### src/rtl/eth_tx_arb.sv
// -----------------------------------------------------------------------------
// eth_tx_arb
//
// Transmit arbiter that shares one GMII/MII transmit interface between
// NUM_CH frame-generating protocol channels (ARP, ICMP, UDP, ...).
// A channel raises a one-cycle req; the arbiter latches it as pending, picks a
// winner (round-robin or fixed priority), pulses start to the winner, and then
// forwards only that channel's tx_en/txd until its done pulse (or a stuck-channel
// timeout). A fixed inter-frame gap is enforced before the next grant.
//
// Ports:
//   clk         system clock
//   rst         asynchronous, active-high reset
//   req         per-channel one-cycle send request pulse
//   start       one-hot one-cycle pulse to the granted channel
//   done        per-channel one-cycle frame-complete pulse
//   ch_tx_en    per-channel transmit enable
//   ch_txd      per-channel data, channel i at [i*DATA_W +: DATA_W]
//   gmii_tx_en  muxed, registered transmit enable
//   gmii_txd    muxed, registered transmit data
//   busy        arbiter not idle
//   grant_id    current or last granted channel
//   pend        pending-request flags
//   timeout     one-cycle pulse when a grant is aborted
// -----------------------------------------------------------------------------
module eth_tx_arb #(
  parameter int NUM_CH      = 3,
  parameter int DATA_W      = 8,
  parameter int IFG_CYC     = 12,
  parameter int TIMEOUT_CYC = 4096,
  parameter int RR_MODE     = 1
) (
  input  logic                       clk,
  input  logic                       rst,
  input  logic [NUM_CH-1:0]          req,
  output logic [NUM_CH-1:0]          start,
  input  logic [NUM_CH-1:0]          done,
  input  logic [NUM_CH-1:0]          ch_tx_en,
  input  logic [NUM_CH*DATA_W-1:0]   ch_txd,
  output logic                       gmii_tx_en,
  output logic [DATA_W-1:0]          gmii_txd,
  output logic                       busy,
  output logic [$clog2(NUM_CH)-1:0]  grant_id,
  output logic [NUM_CH-1:0]          pend,
  output logic                       timeout
);

  localparam int GW        = $clog2(NUM_CH);
  localparam int TO_W      = (TIMEOUT_CYC > 2) ? $clog2(TIMEOUT_CYC) : 1;
  localparam int TO_LAST_I = (TIMEOUT_CYC > 0) ? TIMEOUT_CYC - 1 : 0;
  localparam int IFG_W     = (IFG_CYC > 2) ? $clog2(IFG_CYC) : 1;
  localparam int IFG_LAST_I = (IFG_CYC > 0) ? IFG_CYC - 1 : 0;

  localparam logic [TO_W-1:0]  TO_LAST  = TO_W'(TO_LAST_I);
  localparam logic [IFG_W-1:0] IFG_LAST = IFG_W'(IFG_LAST_I);

  typedef enum logic [1:0] {
    S_IDLE   = 2'd0,
    S_GRANT  = 2'd1,
    S_ACTIVE = 2'd2,
    S_IFG    = 2'd3
  } state_t;

  // Where a finished (or aborted) frame goes: skip the gap state entirely
  // when no inter-frame gap is configured.
  localparam state_t END_ST = (IFG_CYC == 0) ? S_IDLE : S_IFG;

  state_t             state_reg, state_next;
  logic [GW-1:0]      grant_reg, grant_next;
  logic               rr_seen_reg, rr_seen_next;
  logic [NUM_CH-1:0]  pend_reg, pend_next;
  logic [TO_W-1:0]    to_cnt_reg, to_cnt_next;
  logic [IFG_W-1:0]   ifg_cnt_reg, ifg_cnt_next;
  logic               tx_en_reg;
  logic [DATA_W-1:0]  txd_reg;
  logic               timeout_c;

  logic               win_found;
  logic [GW-1:0]      win_idx;

  logic [DATA_W-1:0]  ch_txd_arr [NUM_CH];

  // ---------------------------------------------------------------------------
  // Per-channel slicing, start decode and pending flags
  // ---------------------------------------------------------------------------
  genvar gi;
  generate
    for (gi = 0; gi < NUM_CH; gi++) begin : g_ch
      assign ch_txd_arr[gi] = ch_txd[gi*DATA_W +: DATA_W];

      // start is decoded from the registered grant, so it can never be
      // multi-hot.
      assign start[gi] = (state_reg == S_GRANT) && (grant_reg == GW'(gi));

      // Issuing start clears the flag and absorbs a req arriving in the same
      // cycle: that request is served by the frame being started.
      assign pend_next[gi] = start[gi] ? 1'b0 : (pend_reg[gi] | req[gi]);
    end
  endgenerate

  // ---------------------------------------------------------------------------
  // Winner selection
  // Round-robin searches upward from the channel after the last grant; until
  // the first grant after reset the search begins at channel 0. Fixed
  // priority always searches from channel 0.
  // ---------------------------------------------------------------------------
  always_comb begin : winner_sel
    int base;
    int idx;
    win_found = 1'b0;
    win_idx   = '0;
    base      = 0;
    idx       = 0;
    if ((RR_MODE != 0) && rr_seen_reg) begin
      if (int'(grant_reg) + 1 >= NUM_CH) begin
        base = 0;
      end else begin
        base = int'(grant_reg) + 1;
      end
    end
    for (int k = 0; k < NUM_CH; k++) begin
      idx = base + k;
      if (idx >= NUM_CH) begin
        idx = idx - NUM_CH;
      end
      if (!win_found && pend_reg[idx]) begin
        win_found = 1'b1;
        win_idx   = GW'(idx);
      end
    end
  end

  // ---------------------------------------------------------------------------
  // Next-state logic
  // ---------------------------------------------------------------------------
  always_comb begin
    state_next   = state_reg;
    grant_next   = grant_reg;
    rr_seen_next = rr_seen_reg;
    to_cnt_next  = to_cnt_reg;
    ifg_cnt_next = ifg_cnt_reg;
    timeout_c    = 1'b0;

    case (state_reg)
      S_IDLE: begin
        if (win_found) begin
          grant_next   = win_idx;
          rr_seen_next = 1'b1;
          state_next   = S_GRANT;
        end
      end

      S_GRANT: begin
        to_cnt_next = '0;
        state_next  = S_ACTIVE;
      end

      S_ACTIVE: begin
        // done takes precedence over a timeout landing in the same cycle;
        // done from any other channel is ignored.
        if (done[grant_reg]) begin
          ifg_cnt_next = '0;
          state_next   = END_ST;
        end else if ((TIMEOUT_CYC != 0) && (to_cnt_reg == TO_LAST)) begin
          timeout_c    = 1'b1;
          ifg_cnt_next = '0;
          state_next   = END_ST;
        end else if (TIMEOUT_CYC != 0) begin
          to_cnt_next = to_cnt_reg + 1'b1;
        end
      end

      S_IFG: begin
        if (ifg_cnt_reg == IFG_LAST) begin
          state_next = S_IDLE;
        end else begin
          ifg_cnt_next = ifg_cnt_reg + 1'b1;
        end
      end

      default: begin
        state_next = S_IDLE;
      end
    endcase
  end

  // ---------------------------------------------------------------------------
  // State registers
  // ---------------------------------------------------------------------------
  always_ff @(posedge clk or posedge rst) begin
    if (rst) begin
      state_reg   <= S_IDLE;
      grant_reg   <= '0;
      rr_seen_reg <= 1'b0;
      pend_reg    <= '0;
      to_cnt_reg  <= '0;
      ifg_cnt_reg <= '0;
    end else begin
      state_reg   <= state_next;
      grant_reg   <= grant_next;
      rr_seen_reg <= rr_seen_next;
      pend_reg    <= pend_next;
      to_cnt_reg  <= to_cnt_next;
      ifg_cnt_reg <= ifg_cnt_next;
    end
  end

  // ---------------------------------------------------------------------------
  // Output data mux
  // The gap state stays inside the forwarding window so bytes the channel
  // emits together with or just after its done pulse still reach the PHY.
  // ---------------------------------------------------------------------------
  always_ff @(posedge clk or posedge rst) begin
    if (rst) begin
      tx_en_reg <= 1'b0;
      txd_reg   <= '0;
    end else if (state_reg != S_IDLE) begin
      tx_en_reg <= ch_tx_en[grant_reg];
      txd_reg   <= ch_txd_arr[grant_reg];
    end else begin
      tx_en_reg <= 1'b0;
      txd_reg   <= '0;
    end
  end

  assign gmii_tx_en = tx_en_reg;
  assign gmii_txd   = txd_reg;
  assign busy       = (state_reg != S_IDLE);
  assign grant_id   = grant_reg;
  assign pend       = pend_reg;
  assign timeout    = timeout_c;

endmodule

### config.mk
export PLATFORM = sky130hd
export DESIGN_NAME = eth_tx_arb
export DESIGN_NICKNAME = d
export VERILOG_FILES = /design/src/rtl/eth_tx_arb.sv
export SDC_FILE = /design/constraint.sdc
export NUM_CORES = 1
export LEC_CHECK = 0
export BUFFER_PORTS_ARGS = -buffer_cell sky130_fd_sc_hd__buf_2
export CORE_MARGIN = 1.5
export CORE_UTILIZATION = 29
export DETAILED_ROUTE_END_ITERATION = 8
export GPL_TIMING_DRIVEN = 0
export PLACE_DENSITY = 0.55
export SLEW_MARGIN = 20
export SYNTH_ARGS = -nofsm -noshare
export SYNTH_HDL_FRONTEND = slang
export SYNTH_SLANG_ARGS = --single-unit
### constraint.sdc
create_clock -name clk -period 6.88 [get_ports clk]
set_input_delay 0.688 -clock clk [delete_from_list [all_inputs] [get_ports clk]]
set_output_delay 0.688 -clock clk [all_outputs]
set_load 0.03 [all_outputs]
==> impl_results.md, run 1 <==
- Pwr/cell area: 135 nW/um^2
- Cell taking the most area after synthesis: dfrtp_1
- Post-DR vias/cell: 5.18
- Final worst-path cycle share: 47.3%
- # Post-CTS Setup Buffers: 0
- Cell Rows: 32
- Clock sinks: 33
- Routed wire length: 5850 microns
- Ys flop type: dfrtp_1
- First-pass GRT wire length: 9920 microns
- Worst R2R End: state_reg[0]
- Setup CP Type: reg2reg
- WP data arrival: about 3.4 ns
- Maximum vdd ir drop: ~0.066 mV
- Largest net degree at the start of global routing: 34
- Critical Path RT: roughly 7 ns
- Initial antenna violation count: 0
- Hold buffers post-CTS: 0
- Routed Antenna Nets: 0
- GRT Overall Usage: approximately 14%
- Reg2Reg Depth: 12
- Max Clock Freq: 307 MHz
- Rel. slew slack: ~52%
- Syn avg cell area: 8.64 sq um
- Final Net Count: 376
- Pre-Repair DR Iteration Count: 4
- Ant. Diodes: 0
- Die height: 92.8 microns
- Die X: 92.8 microns
- Worst reg2reg startpoint: grant_id[0]
- Syn Inst Count: 271
- Outcome: finished, final reports clean
- Final routed DRC violation total: 0
- Gpl congestion: 0.768
- Post-Route Skew: slightly above 0.007 ns
- CP Max Fanout: 10
- DR WL/cell: 13.5 microns
- CTS tree: yes
- Min Tclk post-route: 3.25 ns
- Worst-path clk slew: 0.07 ns
- Top Metal Used: met4
- Core area: about 7800 sq um
- Number of buffers added on ports: 53
- Met3 Routed Length: 290 microns
- Synth warn: 0
- Register-to-register setup slack: 3.63 ns
- Die area: 8620 sq um
- Syn nets: 316
- Synthesized area: 2340 sq um
- Initial DRC count: 73
- CP Launch Type: register
- Hold slack: 0.504 ns
- Via count: 2,250
- Worst Hold Class: in2async
- Sum of negative setup slack: 0 ns
- Post-synthesis sequential area ratio: 35.3%
- MaxCap Viol Count: 0
- Layout cells sized above 1: 22.9%
- Root Buffer Master: clkbuf_8
- Synthesized flop and latch total: 33
- WL met1: between 2000 and 3000 microns
- Number of global-route vias before repair: 2,084
- Post-synth EDFFs: 0
- Largest cells by area after synthesis: dfrtp_1 (35%), mux2i_1 (6.0%), nor2_1 (5.5%)
- Leakage Power: 1.39 nW
- CP endpoint: state_reg[0]
- Yosys top cell area share: 35.3%
- I/O pins: 54
- Pins Over Slew Limit: 0
- H-tree depth: 2
- Inserted Clock Buffers: 5
- Clk buf depth: 2
- Clk_lat worst skew: 0.29 ns
- Critical path launch point: grant_id[0]
- Max FFs per register: 12
- RSZ-0062 raised after global routing: no
- # setup viols final: 0
- Area growth syn-to-layout: 21.1%
- Crit end category: register
- HPWL Detailed: 4390 microns
- Post-CTS resize count: 0
- Met2 WL: about 2600 microns
- Hold Vio Cnt, Final: 0
- Gr ovfl total: 0
- Synth cell types: 58
- Tightest Pin Transition: 0.722 ns
- Initial core utilization: 30.1%
- FFs w/ async S/R, synth: 100%
## metrics by stage
stage          power [mW]  instance area, sq um  setup WS, ns  instances  utilization, %
2_1_floorplan       0.210                  2340          3.95        271               -
3_3_place_gp        0.222                  2730          3.63        426            35.2
3_5_place_dp        0.222                  2730          3.64        426            35.2
4_1_cts             0.388                  2840          3.61        434            36.5
5_1_grt             0.398                  2840          3.29        434            36.5
6_report            0.383                  2840          3.63        434            36.5
## layout make-up
| type | count | area, sq um |
|---|---|---|
| Timing Repair Buffer | 53 | 265 |
| Fill cell | 832 | 4930 |
| Tap cell | 102 | 128 |
| Sequential cell | 33 | 826 |
| Clock inverter | 1 | 5.00 |
| Multi-Input combinational cell | 207 | 1380 |
| Buffer | 14 | 68.8 |
| Clock buffer | 7 | 96.3 |
| Inverter | 17 | 66.3 |
## worst min path at each step
stage	slack, ns	start	to
6_report	0.50	rst	to_cnt_reg[5]
5_1_grt	0.56	ifg_cnt_reg[1]	ifg_cnt_reg[1]
4_1_cts	0.53	ifg_cnt_reg[1]	ifg_cnt_reg[1]
3_5_place_dp	0.52	ifg_cnt_reg[1]	ifg_cnt_reg[1]
3_3_place_gp	0.51	ifg_cnt_reg[1]	ifg_cnt_reg[1]
2_1_floorplan	0.48	ifg_cnt_reg[1]	ifg_cnt_reg[1]
## cell usage in the layout, fill, tap and decap left out, types with 7 or more instances in the layout
master / Yosys / layout
clkbuf_8: 0 / 7
o31ai_1: 9 / 9
nor2_1: 34 / 34
or4_1: 8 / 8
a21oi_1: 19 / 19
nand2_1: 15 / 15
nand3_1: 12 / 12
dfrtp_1: 33 / 33
nand4_1: 8 / 8
inv_1: 16 / 15
ha_1: 10 / 10
buf_2: 3 / 56
mux2i_1: 14 / 14
## logic make-up after synthesis
logic type	after synthesis	share of synthesized area (%)
adders and majority gates	10	5.34
and+or+nand+nor	108	24.2
buffers and inverters	31	5.77
xor gates and xnor gates	2	0.748
AOI/OAI and AO/OA	70	21.4
other	1	0.160
DFF	33	35.3
muxes	16	7.11
## cell usage after synthesis (all sizes together) (6+ instances only)
cell type and number:
nand3 12, o211ai 6, ha 10, buf 7, mux2i 14, o21ai 6, clkbuf 7, nand4 8
nand2 15, a21oi 20, inv 17, nor2 34, dfrtp 33, o31ai 9, or4 8
## where the power goes
group | switching, mW | internal, mW
registers | 0.0000000000000000746 | 0.194
logic | 0.0121 | 0.0118
clock network | 0.0744 | 0.0905
total | 0.0865 | 0.296
## metal layers
metal	GRT usage [%]	vias to the layer above
met3	3.53	4
met5	0	-
met1	19.8	1072
met2	22.6	51
met4	3.79	0
li1	-	1123
## critical path: stages, from the launching register on
cell and delay, ns:
dfrtp_1 0.49, buf_2 0.28, buf_1 0.39, nand2_1 0.16, inv_1 0.11, ha_1 0.14
inv_1 0.04, ha_1 0.37, nor4bb_1 0.10, mux2i_1 0.22, o2111ai_2 0.23, or3_1 0.39
o31a_1 0.24
No activity file was read; power rests on OpenSTA's default activity.
==> run 2, diff against run 1 <==
==> constraint.sdc (replaced) <==
create_clock -name clk -period 3.08 [get_ports clk]
set_input_delay 0.308 -clock clk [delete_from_list [all_inputs] [get_ports clk]]
set_output_delay 0.308 -clock clk [all_outputs]
set_load 0.03 [all_outputs]
==> run 2 against run 1 <==
Utilization grew 0.72 points; global-route usage stayed put; sequential share of layout area shrank 0.52 points; die area unchanged; critical path depth decreased by 4; clock power rose by 120%; cell count is 0.69% higher; fmax rose by 12%; largest cell class unchanged; highest routed layer unchanged.
==> impl_results.md, run 2 (same netlist as run 1, synthesis figures left out) <==
- Crit end category: register
- Inserted Clock Buffers: 5
- WP data arrival: 3.09 ns
- Hold Vio Cnt, Final: 0
- Via count: between 2,000 and 2,500
- Initial antenna violation count: 0
- Initial DRC count: 87
- Setup CP Type: reg2reg
- Gr ovfl total: 0
- CP Max Fanout: 10
- CTS tree: yes
- Flop pwr share: 50.5%
- Fillers: 831
- Critical Path RT: around 3.3 ns
- Routed Antenna Nets: 0
- Clk pwr share: 42.8%
- Clk_lat worst skew: 0.29 ns
- Layout cells sized above 1: roughly a quarter
- Tightest Pin Transition: 0.713 ns
- Final Worst Setup Slack: 0.173 ns
- Number of global-route vias before repair: 2,084
- MaxCap Viol Count: 0
- Non-filler instance count after layout: around 440
- Ant. Diodes: 0
- Initial core utilization: a little under a third
- Die height: between 90 and 100 microns
- Core area: 7770 sq um
- Placed cell count: 426
- Largest net degree at the start of global routing: 34
- Number of buffers added on ports: 53
- CP Launch Type: register
- GRT Overall Usage: 14.4%
- I/O pins: 54
- Leakage Power: around 1.4 nW
- H-tree depth: 2
- Post-Route Skew: 0.00556 ns
- Tot Pwr: 857 uW
- Die X: a little over 90 microns
- First-pass GRT wire length: 9920 microns
- Pre-Repair DR Iteration Count: 4
- Final routed DRC violation total: 0
- Outcome: finished, final reports clean
- Clock sinks: 33
- Final Net Count: 379
- Placement Setup Slack: -0.161 ns
- Clk buf depth: 2
- Switch share: 22.5%
- Die area: around 8600 sq um
- Internal power: between 600 and 700 uW
- Max Clock Freq: 344 MHz
- Final worst-path cycle share: around 94%
- Most frequent cells in the layout: buf_2 (55), nor2_1 (34), dfrtp_1 (32)
- Root Buffer Master: clkbuf_8
- HPWL Detailed: 4390 microns
- Rel. slew slack: 52.3%
- Cell Rows: 32
- Routed wire length: slightly below 6000 microns
- Worst Hold Class: in2async
- Worst-path clk slew: approximately 0.070 ns
- Gpl congestion: 0.768
- Comb pwr share: 6.7%
- Post-DR vias/cell: approximately 5.1
- Maximum vdd ir drop: 0.148 mV
- DR WL/cell: 13.4 microns
- Hold buffers post-CTS: 0
- Switching power: 193 uW
- Most common cell after layout, fill and taps aside: buf_2
- Area growth syn-to-layout: 23.5%
- Pwr/cell area: 296 nW/um^2
- Max FFs per register: 12
- # setup viols final: 0
- Min Tclk post-route: 2.91 ns
- Pins Over Slew Limit: 0
## run 2: power by group through the flow
stage	Clock, mW	Sequential, mW	Combinational, mW
finish	0.367	0.433	0.0573
global route	0.396	0.433	0.0647
CTS	0.378	0.433	0.0551
detailed placement	0	0.441	0.0550
global placement	0	0.441	0.0540
floorplan	0	0.441	0.0272
## run 2: timing repair
| action | in CTS | in global routing |
|---|---|---|
| resized for setup | 1 | 9 |
| pin swaps | 0 | 1 |
| hold endpoints to repair | 0 | 0 |
| setup buffers | 0 | 3 |
| setup endpoints to repair | 5 | 5 |
## run 2: worst paths after layout
kind	from	end	slack, ns	cells past startpoint
min reg2reg	ifg_cnt_reg[1]	ifg_cnt_reg[1]	0.52	1
max	grant_id[0]	state_reg[0]	0.17	8
min	rst	to_cnt_reg[5]	0.13	2
max reg2reg	grant_id[0]	state_reg[0]	0.17	8
max in group asynchronous	rst	grant_id[0]	2.46	2
min in group clk	req[1]	pend[1]	0.23	3
## run 2: final cells by class
class                   count  area (sq um)  share of cell area, %
flip-flops and latches     33           827                   28.6
multi-input cells         207          1410                   48.6
plain buffers              14          75.1                   2.60
repair buffers             56           288                   9.95
clock buffers               7          96.3                   3.33
well taps                 102           128                   4.41
clock inverters             1          5.00                  0.173
inverters                  17          66.3                   2.29
## run 2: metrics by stage
step | TNS [ns] | area [sq um] | hold WS (ns) | utilization (%)
2_1_floorplan | 0 | 2340 | 0.433 | -
3_3_place_gp | -0.439 | 2730 | 0.507 | 35.2
3_5_place_dp | -0.468 | 2730 | 0.477 | 35.2
4_1_cts | -0.00133 | 2840 | 0.159 | 36.5
5_1_grt | -0.0267 | 2890 | 0.186 | 37.2
6_report | 0 | 2890 | 0.127 | 37.2
## run 2: metal layers
| metal | wire, microns | vias up | GRT usage, % |
|---|---|---|---|
| li1 | - | 1130 | - |
| met3 | 268 | 4 | 3.53 |
| met2 | 2620 | 45 | 22.6 |
| met5 | 0 | - | 0 |
| met1 | 2940 | 1063 | 19.8 |
| met4 | 44 | 0 | 3.79 |
## run 2: worst max-delay path: stages, from the launching register on
cell	delay (ns)
dfrtp_2	0.44
or3b_1	0.40
buf_6	0.15
ha_1	0.40
clkbuf_1	0.28
a22o_1	0.28
a22o_1	0.23
or3_1	0.37
o31a_1	0.24
==> run 3, diff against run 2 <==
--- a/config.mk
+++ b/config.mk
@@ -7,10 +7,10 @@
 export LEC_CHECK = 0
 export BUFFER_PORTS_ARGS = -buffer_cell sky130_fd_sc_hd__buf_2
 export CORE_MARGIN = 1.5
-export CORE_UTILIZATION = 29
+export CORE_UTILIZATION = 45
 export DETAILED_ROUTE_END_ITERATION = 8
 export GPL_TIMING_DRIVEN = 0
-export PLACE_DENSITY = 0.55
+export PLACE_DENSITY = 0.76
 export SLEW_MARGIN = 20
 export SYNTH_ARGS = -nofsm -noshare
 export SYNTH_HDL_FRONTEND = slang
==> run 3 against run 2 <==
Via count rose by 1.9%; worst setup slack improved by 0.0025 ns; hold slack got worse by 0.0082 ns; critical endpoint unchanged; largest power group unchanged.
==> impl_results.md, run 3 (same netlist as run 1, synthesis figures left out) <==
- WP data arrival: 3.07 ns
- Layout cells sized above 1: 24.8%
- # setup viols final: 0
- Setup CP Type: reg2reg
- Most common cell after layout, fill and taps aside: buf_2
- Min Tclk post-route: 2.90 ns
- Routed Antenna Nets: 0
- Cell Area, Placed: 2690 sq um
- Hold Vio Cnt, Final: 0
- Max FFs per register: 12
- Area growth syn-to-layout: 21.1%
- Final Net Count: roughly 380
- Area of the multi-input gates: 1410 sq um
- Largest net degree at the start of global routing: 34
- Design Area, Final: ~2800 sq um
- Hold buffers post-CTS: 0
- RSZ-0062 raised after global routing: no
- Critical path cell sequence: or3b_1, buf_6, inv_4, ha_1, inv_1, ha_4, nor4bb_1, mux2i_1, o2111ai_4, or3_1, o31a_1
- Ant. Diodes: 0
- Clk buf depth: 2
- Die height: 75.1 microns
- Hold slack: 0.119 ns
- Sequential cell area: 827 sq um
- Max Clock Freq: 344 MHz
- Outcome: finished, final reports clean
- Clk_lat worst skew: between 0.2 and 0.3 ns
- Worst R2R End: state_reg[0]
- Maximum vdd ir drop: 0.254 mV
- Initial core utilization: 46.1%
- Reg2Reg Depth: 11
- Non-filler instance count after layout: approximately 400
- Placed cell count: 394
- Inserted Clock Buffers: 5
- Rel. slew slack: between 50 and 60%
- HPWL Detailed: 4050 microns
- I/O pins: 54
- Via count: 2,284
- Leakage Power: ~1.4 nW
- Die area: 5640 sq um
- Gr ovfl total: 0
- Tightest Pin Transition: 0.673 ns
- Cell Rows: 26
- CP peak stage delay: 0.44 ns
- Clock sinks: 33
- DR WL/cell: ~13 microns
- H-tree depth: 2
- Final routed DRC violation total: 0
- Worst reg2reg startpoint: grant_id[0]
- Number of global-route vias before repair: around 2,100
- Pins Over Slew Limit: 0
- CP Launch Type: register
- MaxCap Viol Count: 0
- First-pass GRT wire length: 9140 microns
- Crit end category: register
- Core area: 5070 sq um
- Register-to-register setup slack: 0.18 ns
- Post-Route Skew: 0.00532 ns
- Final worst-path cycle share: 94.3%
- Pwr/cell area: 287 nW/um^2
- Post-DR vias/cell: 5.64
- Initial antenna violation count: 0
- CTS tree: yes
- Initial DRC count: ~110
- Worst-path clk slew: 0.07 ns
- Fillers: 470
- Critical Path RT: 3.25 ns
- Pre-Repair DR Iteration Count: 4
- CP Max Fanout: 9
- Die X: 75.1 microns
- Most frequent cells in the layout: buf_2 (56), nor2_1 (34), dfrtp_1 (32)
- Worst Hold Class: in2async
- Number of buffers added on ports: 53
- Routed wire length: 5450 microns
- CP max stage cell: dfrtp_2
- Root Buffer Master: clkbuf_8
- GRT Overall Usage: 21.0%
- Gpl congestion: 0.842
run 3: cell types whose count changed in the layout (fill, tap and decap cells not counted), sizes merged:
cell      change
buf           -1
clkinvlp      +1
clkinv        +1
clkbuf        -1
run 3: worst max-delay path by stage:
stage,from,to,slack (ns),cells after the start
6_report,grant_id[0],state_reg[0],0.18,11
5_1_grt,grant_id[1],state_reg[0],0.05,10
4_1_cts,grant_id[0],state_reg[0],0.08,12
2_1_floorplan,grant_id[0],state_reg[0],0.15,12
3_5_place_dp,grant_id[0],state_reg[0],-0.07,12
3_3_place_gp,grant_id[0],state_reg[0],-0.02,12
run 3: layout make-up:
class,count,area share [%]
multi-input combinational,207,49.6
sequential,33,29.2
timing repair buffer,56,10.2
tap,70,3.09
buffer,14,2.56
clock buffer,5,2.43
inverter,17,2.34
clock inverter,3,0.618
run 3: repair_timing:
item	CTS	global route
resized for setup	1	7
pin swaps	0	1
endpoints found under the setup margin	2	5
setup buffers	0	3
run 3: power by group:
part	total, mW	internal, mW	leakage, nW	switching, mW
combinational	0.0581	0.0287	0.955	0.0294
sequential	0.433	0.433	0.399	0.000000000000000165
clock	0.321	0.156	0.0439	0.165
run 3: critical path, delay by kind of cell (launching register included):
kind | cells | cell delay [ns]
compound gates | 2 | 0.44
fa+ha+maj | 2 | 0.44
buf+inv | 3 | 0.30
flops | 1 | 0.44
mux | 1 | 0.32
simple gates | 3 | 0.85
run 3: per-layer routing:
layer  track usage [%]  part of all wire (%)
met1              27.7                    46
met2              33.6                    47
met3              6.43                   6.3
met4              5.25                  0.81
met5                 0                     0
run 3: metrics by stage:
| step | TNS [ns] | worst slack, ns | power (mW) | util [%] |
|---|---|---|---|---|
| 2_1_floorplan | 0 | 0.145 | 0.469 | - |
| 3_3_place_gp | -0.0175 | -0.0175 | 0.494 | 53.1 |
| 3_5_place_dp | -0.0991 | -0.0717 | 0.496 | 53.1 |
| 4_1_cts | 0 | 0.0792 | 0.815 | 54.8 |
| 5_1_grt | 0 | 0.0548 | 0.843 | 55.8 |
| 6_report | 0 | 0.175 | 0.812 | 55.8 |
